===== src/rtl/datamem_arb_pkg.sv =====
// Shared types and defaults for the data-memory arbiter.
// No logic here; owner encoding and response record used by the top.
// Range helper flags any word address beyond the memory depth.
package datamem_arb_pkg;

    localparam int ADDR_W_DEF   = 7;
    localparam int DATA_W_DEF   = 32;
    localparam int MAX_WAIT_DEF = 4;

    typedef enum logic [1:0] {
        OWN_NONE = 2'd0,
        OWN_CPU  = 2'd1,
        OWN_DMA  = 2'd2
    } owner_e;

    typedef struct packed {
        owner_e owner;
        logic   err;
    } resp_t;

    function automatic logic addr_oob(input logic [31:0] addr, input int aw);
        return (addr >> aw) != 32'd0;
    endfunction

endpackage


===== src/rtl/datamem_wait_ctr.sv =====
// Saturating DMA starvation counter; raises force_dma after MAX_WAIT denied cycles.
// Registered count, force_dma is a decode of the current count (same cycle).
// Clears whenever DMA is granted or stops requesting.
module datamem_wait_ctr #(
    parameter int MAX_WAIT = 4
) (
    input  logic clk,
    input  logic reset_n,
    input  logic dma_req,
    input  logic dma_gnt,
    output logic force_dma
);

    logic [3:0] wait_cnt;

    always_ff @(posedge clk or negedge reset_n) begin
        if (!reset_n) begin
            wait_cnt <= 4'd0;
        end else if (dma_req && !dma_gnt) begin
            if (wait_cnt != 4'(MAX_WAIT))
                wait_cnt <= wait_cnt + 4'd1;
        end else begin
            wait_cnt <= 4'd0;
        end
    end

    assign force_dma = (wait_cnt == 4'(MAX_WAIT));

endmodule


===== src/rtl/datamem_arbiter.sv =====
// Shares a single-port data memory between the CPU memory stage and the DMA port.
// Grant is combinational in cycle N; response (rvalid/rdata/err) follows in N+1.
// Loser sees no grant and must hold its request; flush blocks all grants.
module datamem_arbiter
    import datamem_arb_pkg::*;
#(
    parameter int ADDR_W   = ADDR_W_DEF,
    parameter int DATA_W   = DATA_W_DEF,
    parameter int MAX_WAIT = MAX_WAIT_DEF
) (
    input  logic              clk,
    input  logic              reset_n,
    input  logic              cpu_req,
    input  logic              cpu_we,
    input  logic [31:0]       cpu_addr,
    input  logic [DATA_W-1:0] cpu_wdata,
    output logic              cpu_gnt,
    output logic              cpu_stall,
    output logic              cpu_rvalid,
    output logic [DATA_W-1:0] cpu_rdata,
    output logic              cpu_err,
    input  logic              cpu_flush,
    input  logic              dma_req,
    input  logic              dma_we,
    input  logic [31:0]       dma_addr,
    input  logic [DATA_W-1:0] dma_wdata,
    output logic              dma_gnt,
    output logic              dma_rvalid,
    output logic [DATA_W-1:0] dma_rdata,
    output logic              dma_err,
    output logic [31:0]       mem_addr,
    output logic              mem_we,
    output logic [DATA_W-1:0] mem_data,
    output logic              mem_clear,
    output logic              mem_hold,
    input  logic [DATA_W-1:0] mem_q
);

    logic              force_dma;
    logic              any_gnt;
    logic              sel_we;
    logic [31:0]       sel_addr;
    logic [DATA_W-1:0] sel_wdata;
    logic              sel_oob;
    resp_t             resp_q;

    datamem_wait_ctr #(.MAX_WAIT(MAX_WAIT)) u_wait_ctr (
        .clk       (clk),
        .reset_n   (reset_n),
        .dma_req   (dma_req),
        .dma_gnt   (dma_gnt),
        .force_dma (force_dma)
    );

    // Grants are held off while reset is asserted so nothing reaches memory.
    always_comb begin
        cpu_gnt = 1'b0;
        dma_gnt = 1'b0;
        if (reset_n && !cpu_flush) begin
            if (force_dma && dma_req)
                dma_gnt = 1'b1;
            else if (cpu_req)
                cpu_gnt = 1'b1;
            else if (dma_req)
                dma_gnt = 1'b1;
        end
    end

    assign any_gnt   = cpu_gnt | dma_gnt;
    assign cpu_stall = cpu_req & ~cpu_gnt;

    always_comb begin
        sel_we    = 1'b0;
        sel_addr  = 32'd0;
        sel_wdata = '0;
        if (cpu_gnt) begin
            sel_we    = cpu_we;
            sel_addr  = cpu_addr;
            sel_wdata = cpu_wdata;
        end else if (dma_gnt) begin
            sel_we    = dma_we;
            sel_addr  = dma_addr;
            sel_wdata = dma_wdata;
        end
    end

    assign sel_oob = any_gnt & addr_oob(sel_addr, ADDR_W);

    // Out-of-range accesses are still granted but never touch the array.
    assign mem_addr  = (any_gnt && !sel_oob) ? {{(32-ADDR_W){1'b0}}, sel_addr[ADDR_W-1:0]} : 32'd0;
    assign mem_we    = sel_we & ~sel_oob;
    assign mem_data  = sel_wdata;
    assign mem_clear = cpu_flush;
    assign mem_hold  = ~any_gnt & ~cpu_flush;

    always_ff @(posedge clk or negedge reset_n) begin
        if (!reset_n) begin
            resp_q <= '{owner: OWN_NONE, err: 1'b0};
        end else begin
            resp_q.owner <= cpu_gnt ? OWN_CPU : (dma_gnt ? OWN_DMA : OWN_NONE);
            resp_q.err   <= sel_oob;
        end
    end

    assign cpu_rvalid = (resp_q.owner == OWN_CPU);
    assign dma_rvalid = (resp_q.owner == OWN_DMA);
    assign cpu_err    = cpu_rvalid & resp_q.err;
    assign dma_err    = dma_rvalid & resp_q.err;
    assign cpu_rdata  = (cpu_rvalid && !resp_q.err) ? mem_q : '0;
    assign dma_rdata  = (dma_rvalid && !resp_q.err) ? mem_q : '0;

endmodule


===== config.mk =====
export PLATFORM = sky130hd
export DESIGN_NAME = datamem_arbiter
export DESIGN_NICKNAME = d
export VERILOG_FILES = /design/src/rtl/datamem_arb_pkg.sv /design/src/rtl/datamem_wait_ctr.sv /design/src/rtl/datamem_arbiter.sv
export SDC_FILE = /design/constraint.sdc
export NUM_CORES = 1
export LEC_CHECK = 0
export CAP_MARGIN = 20
export CORE_AREA = 2 2 119 121
export CTS_BUF_LIST = sky130_fd_sc_hd__clkbuf_2 sky130_fd_sc_hd__clkbuf_4 sky130_fd_sc_hd__clkbuf_8
export CTS_CLUSTER_DIAMETER = 80
export CTS_CLUSTER_SIZE = 28
export DETAILED_ROUTE_END_ITERATION = 10
export DIE_AREA = 0 0 121 123
export GPL_ROUTABILITY_DRIVEN = 0
export PLACE_DENSITY = 0.54
export SYNTH_ARGS = -nofsm -noshare
export SYNTH_HDL_FRONTEND = slang
export SYNTH_SLANG_ARGS = --single-unit

===== constraint.sdc =====
create_clock -name clk -period 2.5 [get_ports clk]
set_clock_uncertainty 0.2 [all_clocks]
set_input_delay 0.5 -clock clk [delete_from_list [all_inputs] [get_ports clk]]
set_output_delay 0.5 -clock clk [all_outputs]
set_load 0.05 [all_outputs]

Word-level counts from Yosys, hierarchy flattened. Index checks and enable logic that the tools add are counted. W data, S select, Z words.

Reduce and logical (&&, ||, !) cells: 11. Mux-type cells: 20. Add/subtract/negate cells: 1. Bitwise operators: 11. Eq/ne operators: 5.

Operator list (number): $mux W32 (6); $reduce_bool A32 Y1 (1); $mux W1 (9); $mux W4 (2); $mux W7 (1); $and A1 B1 Y1 (6); $logic_and A1 B1 Y1 (6); $add A4 B1 Y4 const B (1); $eq A4 B3 Y1 const B (1); $logic_not A1 Y1 (4); $mux W2 (2); $ne A4 B3 Y1 const B (1); $not A1 Y1 (4); $eq A2 B1 Y1 const B (1); $eq A2 B2 Y1 const B (1); $ne A2 B2 Y1 const B (1); $or A1 B1 Y1 (1).

Word-level logic and storage cells: 51. Register bits after elaboration: 7. Output and inout port bits: 138.

Depth between registers and ports, before layout.
Word-level depth: 11. Depth in mapped cells: 8. Mapped depth without buffers: 6.

By module. A second synthesis with hierarchy kept.

Cells, all modules: 221. Area, all modules: 1654.1 sq um.

By module, submodules not included: datamem_arbiter (times used 1, seq. area each 75.1 sq um, area an instance 1425.1 sq um, cells an instance 200); datamem_wait_ctr (times used 1, seq. area each 100.1 sq um, area an instance 229.0 sq um, cells an instance 21).

Least setup slack after synthesis. Ideal clock, no wire load.

Kind: flip-flop to output port. From: reg u_wait_ctr.wait_cnt[0]. To: out mem_hold. Cell stages (with the launch flop): 9. Arrival time: 2514 ps. Path slack: -714 ps. Buffers on the path: 2. Cells stage by stage: dfrtp_1 > inv_1 > ha_1 > nand4b_1 > nand4b_1 > buf_2 > inv_1 > buf_2 > nor3_1.

Longest elaborated chain between the ends: 7.

Ends and longest elaborated chain: from (decl) (RTL line datamem_wait_ctr.sv:14) `logic [3:0] wait_cnt;`; from (signal assigned) (RTL line datamem_wait_ctr.sv:21) `wait_cnt <= wait_cnt + 4'd1;`; $eq A4 B3 Y1 (RTL line datamem_wait_ctr.sv:27) `assign force_dma = (wait_cnt == 4'(MAX_WAIT));`; $logic_and A1 B1 Y1 (RTL line datamem_arbiter.sv:60) `if (force_dma && dma_req)`; $mux W1 (RTL line datamem_arbiter.sv:60); $mux W1 (RTL line datamem_arbiter.sv:59) `if (reset_n && !cpu_flush) begin`; via cpu_gnt (RTL line datamem_arbiter.sv:17) `output logic cpu_gnt,`; $or A1 B1 Y1 (RTL line datamem_arbiter.sv:69) `assign any_gnt = cpu_gnt | dma_gnt;`; $not A1 Y1 (RTL line datamem_arbiter.sv:94) `assign mem_hold = ~any_gnt & ~cpu_flush;`; $and A1 B1 Y1 (RTL line datamem_arbiter.sv:94); to (decl) (RTL line datamem_arbiter.sv:35) `output logic mem_hold,`.

The timed path passes the listed nets, and every way through them passes these cells.

Worst setup path after layout.
From: reg u_wait_ctr.wait_cnt[1]. To: out mem_addr[2].

Longest elaborated chain between the ends: 11.

Ends and longest elaborated chain: $eq A4 B3 Y1 (*) (RTL line datamem_wait_ctr.sv:27); $logic_and A1 B1 Y1 (*) (RTL line datamem_arbiter.sv:60); $mux W1 (RTL line datamem_arbiter.sv:60); $mux W1 (RTL line datamem_arbiter.sv:59); $mux W32 (RTL line datamem_arbiter.sv:80) `end else if (dma_gnt) begin`; $mux W32 (RTL line datamem_arbiter.sv:76) `if (cpu_gnt) begin`; $reduce_bool A32 Y1 (RTL line datamem_arb_pkg.sv:22) `return (addr >> aw) != 32'd0;`; $and A1 B1 Y1 (RTL line datamem_arbiter.sv:87) `assign sel_oob = any_gnt & addr_oob(sel_addr, ADDR_W);`; $logic_not A1 Y1 (RTL line datamem_arbiter.sv:90) `assign mem_addr = (any_gnt && !sel_oob) ? {{(32-ADDR_W){1'b0}}, sel_addr[ADDR_W-1:0]} : 32'd0;`; $logic_and A1 B1 Y1 (RTL line datamem_arbiter.sv:90); $mux W7 (*) (RTL line datamem_arbiter.sv:90); to (decl) (RTL line datamem_arbiter.sv:31) `output logic [31:0] mem_addr,`.

Mark *: on every way between the ends. The rest lies on a longest branch, timed or not.

==> run_results.csv <==
group,metric,value,unit
run_status,outcome,"complete, but fails checks",
grt,track_usage,0.141,
worst_setup_path,cp_data_required_time,1800,ps
worst_setup_path,worstSetupPathType,"flip-flop to output port",
sta,setup_violations,43,
power,sw_frac_of_total,0.415,
clocking,clk_pin_slew_worst_paths,40,ps
worst_setup_path,crit_path_top_delay_cell,"or4_4",
cells_and_area,layout-drive-gt1-share,0.437,
route,drc_errors,0,
clocking,postCtsHoldBufs,0,
clocking,clockRootBuffer,"clkbuf_8",
cells_and_area,stdcell_area,6290,um^2
worst_setup_path,crit_family,"simple AND/OR/NAND/NOR gates",
cells_and_area,mostFrequentLayoutCell,"clkdlybuf4s50_1",
synth,synth_cell_types,31,
power,combinationalPowerShare,0.781,
clocking,cts_max_level,1,
route,avgViaCountPerCell,4.01,
floorplan,die_area,14900,um^2
power,p_clk_frac,0.120,
route,num_vias,2874,
worst_setup_path,crit_chain,"inv_2 -> ha_4 -> nand4b_1 -> nand4b_1 -> buf_6 -> or4_4 -> a21boi_4 -> buf_6",
worst_setup_path,crit_path_max_incr_delay,520,ps
synth,synth_edf_count,0,
synth,synth_warnings,0,
run_status,violations,"setup timing",
power,ir_worst_vdd,0.159,mV
synth,synth_area,1650,um^2
synth,synthArstFlopShare,1.00,
sta,finalSetupTns,-9210,ps
route,postRouteAntennaNets,0,
synth,ys.flop_type,"dfrtp_1",
worst_hold_path,hp-class,"primary input to asynchronous set/reset pin",
worst_setup_path,worstPathArrival,2150,ps
route,wl_per_cell,16.2,um
grt,grt_pass1_wl,16000,um
power,powerDensity,227,nW/um^2
cells_and_area,area_delta_synth_final,281,%
grt,grt_overflow,0,
floorplan,rows,43,
power,p_int,0.838,mW
synth,synth_seq_cells,7,
synth,syn_area_per_cell,7.16,um^2
power,power.leakage,2.71,nW
run,drv_cap,0,
clocking,clock_sinks,7,
clocking,cts_tree,"built",
sta,post-route-period-util,1.14,
route,met2_length,6510,um
clocking,cts_buffers,3,
route,route.met3.wl,1140,um
power,seqPwrFrac,0.100,
clocking,cts.path.max_buffers,2,
sta,rsz0062_at_grt,"yes",
grt,antenna_found_initial,1,
floorplan,die_w,121,um
cells_and_area,final_cell_mix,"clkdlybuf4s50_1 (135), buf_12 (100), and2_1 (67), buf_4 (30), conb_1 (25)",
route,drtIter0Drc,61,
floorplan,start_util,0.121,
grt,grt_max_degree,35,
route,drt_pass1_iterations,4,
power,p_switching,0.593,mW
synth,synth_cells,231,
place,post_dp_cell_area,5840,um^2
floorplan,io-pin-count,305,
floorplan,fp.dieH,123,um
route,met1_length,3820,um
route,top_layer,"met4",
place,io_buffers,279,
place,dpl_worst_slack,-667,ps
synth,synth_seq_area_share,0.106,
sta,post-route-min-period,2850,ps
route,routed_wl,11600,um
floorplan,core,13600,um^2
sta,finalHoldViolCount,0,
sta,drv_slew,0,
worst_setup_path,cp_max_fo,6,
place,dp_hpwl,9810,um
sta,fmax,0.351,GHz
worst_setup_path,startpoint_type,"flip-flop",
worst_setup_path,path_buf_inv,3,
clocking,clock_latency,230,ps
worst_setup_path,crit_path_end_kind,"output port",
sta,setup_ws,-351,ps
grt,grt_pass1_vias,2843,
cells_and_area,fin_nets,706,
[power by group through the flow]
stage / clock network (mW) / logic, mW / registers [mW]
after global routing: 0.187 / 1.18 / 0.145
after global placement: 0 / 1.01 / 0.139
after CTS: 0.174 / 1.06 / 0.140
after detailed placement: 0 / 1.02 / 0.141
after floorplan: 0 / 0.464 / 0.141
final: 0.171 / 1.12 / 0.143
[final cells by class]
| type | count | area (um^2) |
|---|---|---|
| Timing Repair Buffer | 316 | 4090 |
| Antenna cell | 1 | 2.50 |
| Inverter | 12 | 45.0 |
| Clock buffer | 4 | 48.8 |
| Tap cell | 180 | 225 |
| Sequential cell | 7 | 175 |
| Multi-Input combinational cell | 197 | 1700 |
| Fill cell | 1310 | 7320 |
[routing by layer]
metal | GRT usage | up-vias
li1 | - | 1369
met1 | 0.140 | 1312
met4 | 0.0305 | 0
met5 | 0 | -
met3 | 0.0429 | 6
met2 | 0.285 | 187
[cells in the mapped netlist (2+ instances only)]
cell type / number / share of area
nand2_1: 8 / 0.018
nand4b_1: 2 / 0.011
a21boi_1: 8 / 0.036
clkbuf_1: 6 / 0.014
a21oi_1: 4 / 0.012
nor2b_1: 4 / 0.015
inv_1: 12 / 0.027
or4_1: 8 / 0.036
xnor2_1: 2 / 0.011
and2_1: 67 / 0.25
buf_2: 6 / 0.018
ha_1: 2 / 0.015
nor4_1: 7 / 0.026
nand2b_1: 2 / 0.0076
buf_4: 26 / 0.12
nor4_2: 3 / 0.023
nand3_1: 3 / 0.0091
nor3_1: 4 / 0.012
nor2_1: 8 / 0.018
dfrtp_1: 7 / 0.11
buf_1: 2 / 0.0045
a22o_1: 31 / 0.16
[through the flow]
stage / utilization / power, mW / hold slack (ps) / std cells
6_report: 0.462 / 1.43 / 181 / 717
5_1_grt: 0.462 / 1.51 / 191 / 717
4_1_cts: 0.445 / 1.38 / 192 / 707
3_5_place_dp: 0.429 / 1.16 / 351 / 694
3_3_place_gp: 0.429 / 1.15 / 335 / 694
2_1_floorplan: - / 0.604 / 4.41 / 255
[logic make-up after synthesis]
| group | share of synthesized area |
|---|---|
| AO/OA/AOI/OAI | 0.236 |
| XOR/XNOR | 0.0106 |
| AND/OR/NAND/NOR | 0.448 |
| adder cells (fa/ha/maj) | 0.0151 |
| buffers and inverters | 0.182 |
| other | 0.00227 |
| flip-flops | 0.106 |
[worst paths after layout]
path,slack (ps),cells past startpoint,start,endpoint
setup / recovery,-350,8,u_wait_ctr.wait_cnt[1],mem_addr[2]
hold / removal,180,2,reset_n,u_wait_ctr.wait_cnt[2]
setup reg to reg,620,9,u_wait_ctr.wait_cnt[1],u_wait_ctr.wait_cnt[0]
hold reg to reg,370,2,u_wait_ctr.wait_cnt[3],u_wait_ctr.wait_cnt[3]
max in group asynchronous,1790,2,reset_n,u_wait_ctr.wait_cnt[0]
min in group clk,370,2,u_wait_ctr.wait_cnt[3],u_wait_ctr.wait_cnt[3]
[registers in the layout, summed over array words and instances (netlist names)]
| signal | cells |
|---|---|
| u_wait_ctr.wait_cnt | 4 |
| resp_q | 3 |
[repair_timing]
| action | in CTS | in global routing |
|---|---|---|
| gates cloned | 3 | 1 |
| gates resized for setup | 118 | 26 |
| pin swaps | 20 | 11 |
| buffers inserted | 6 | 8 |
| setup endpoints to repair | 44 | 44 |
No activity file was read; power rests on OpenSTA's default activity.
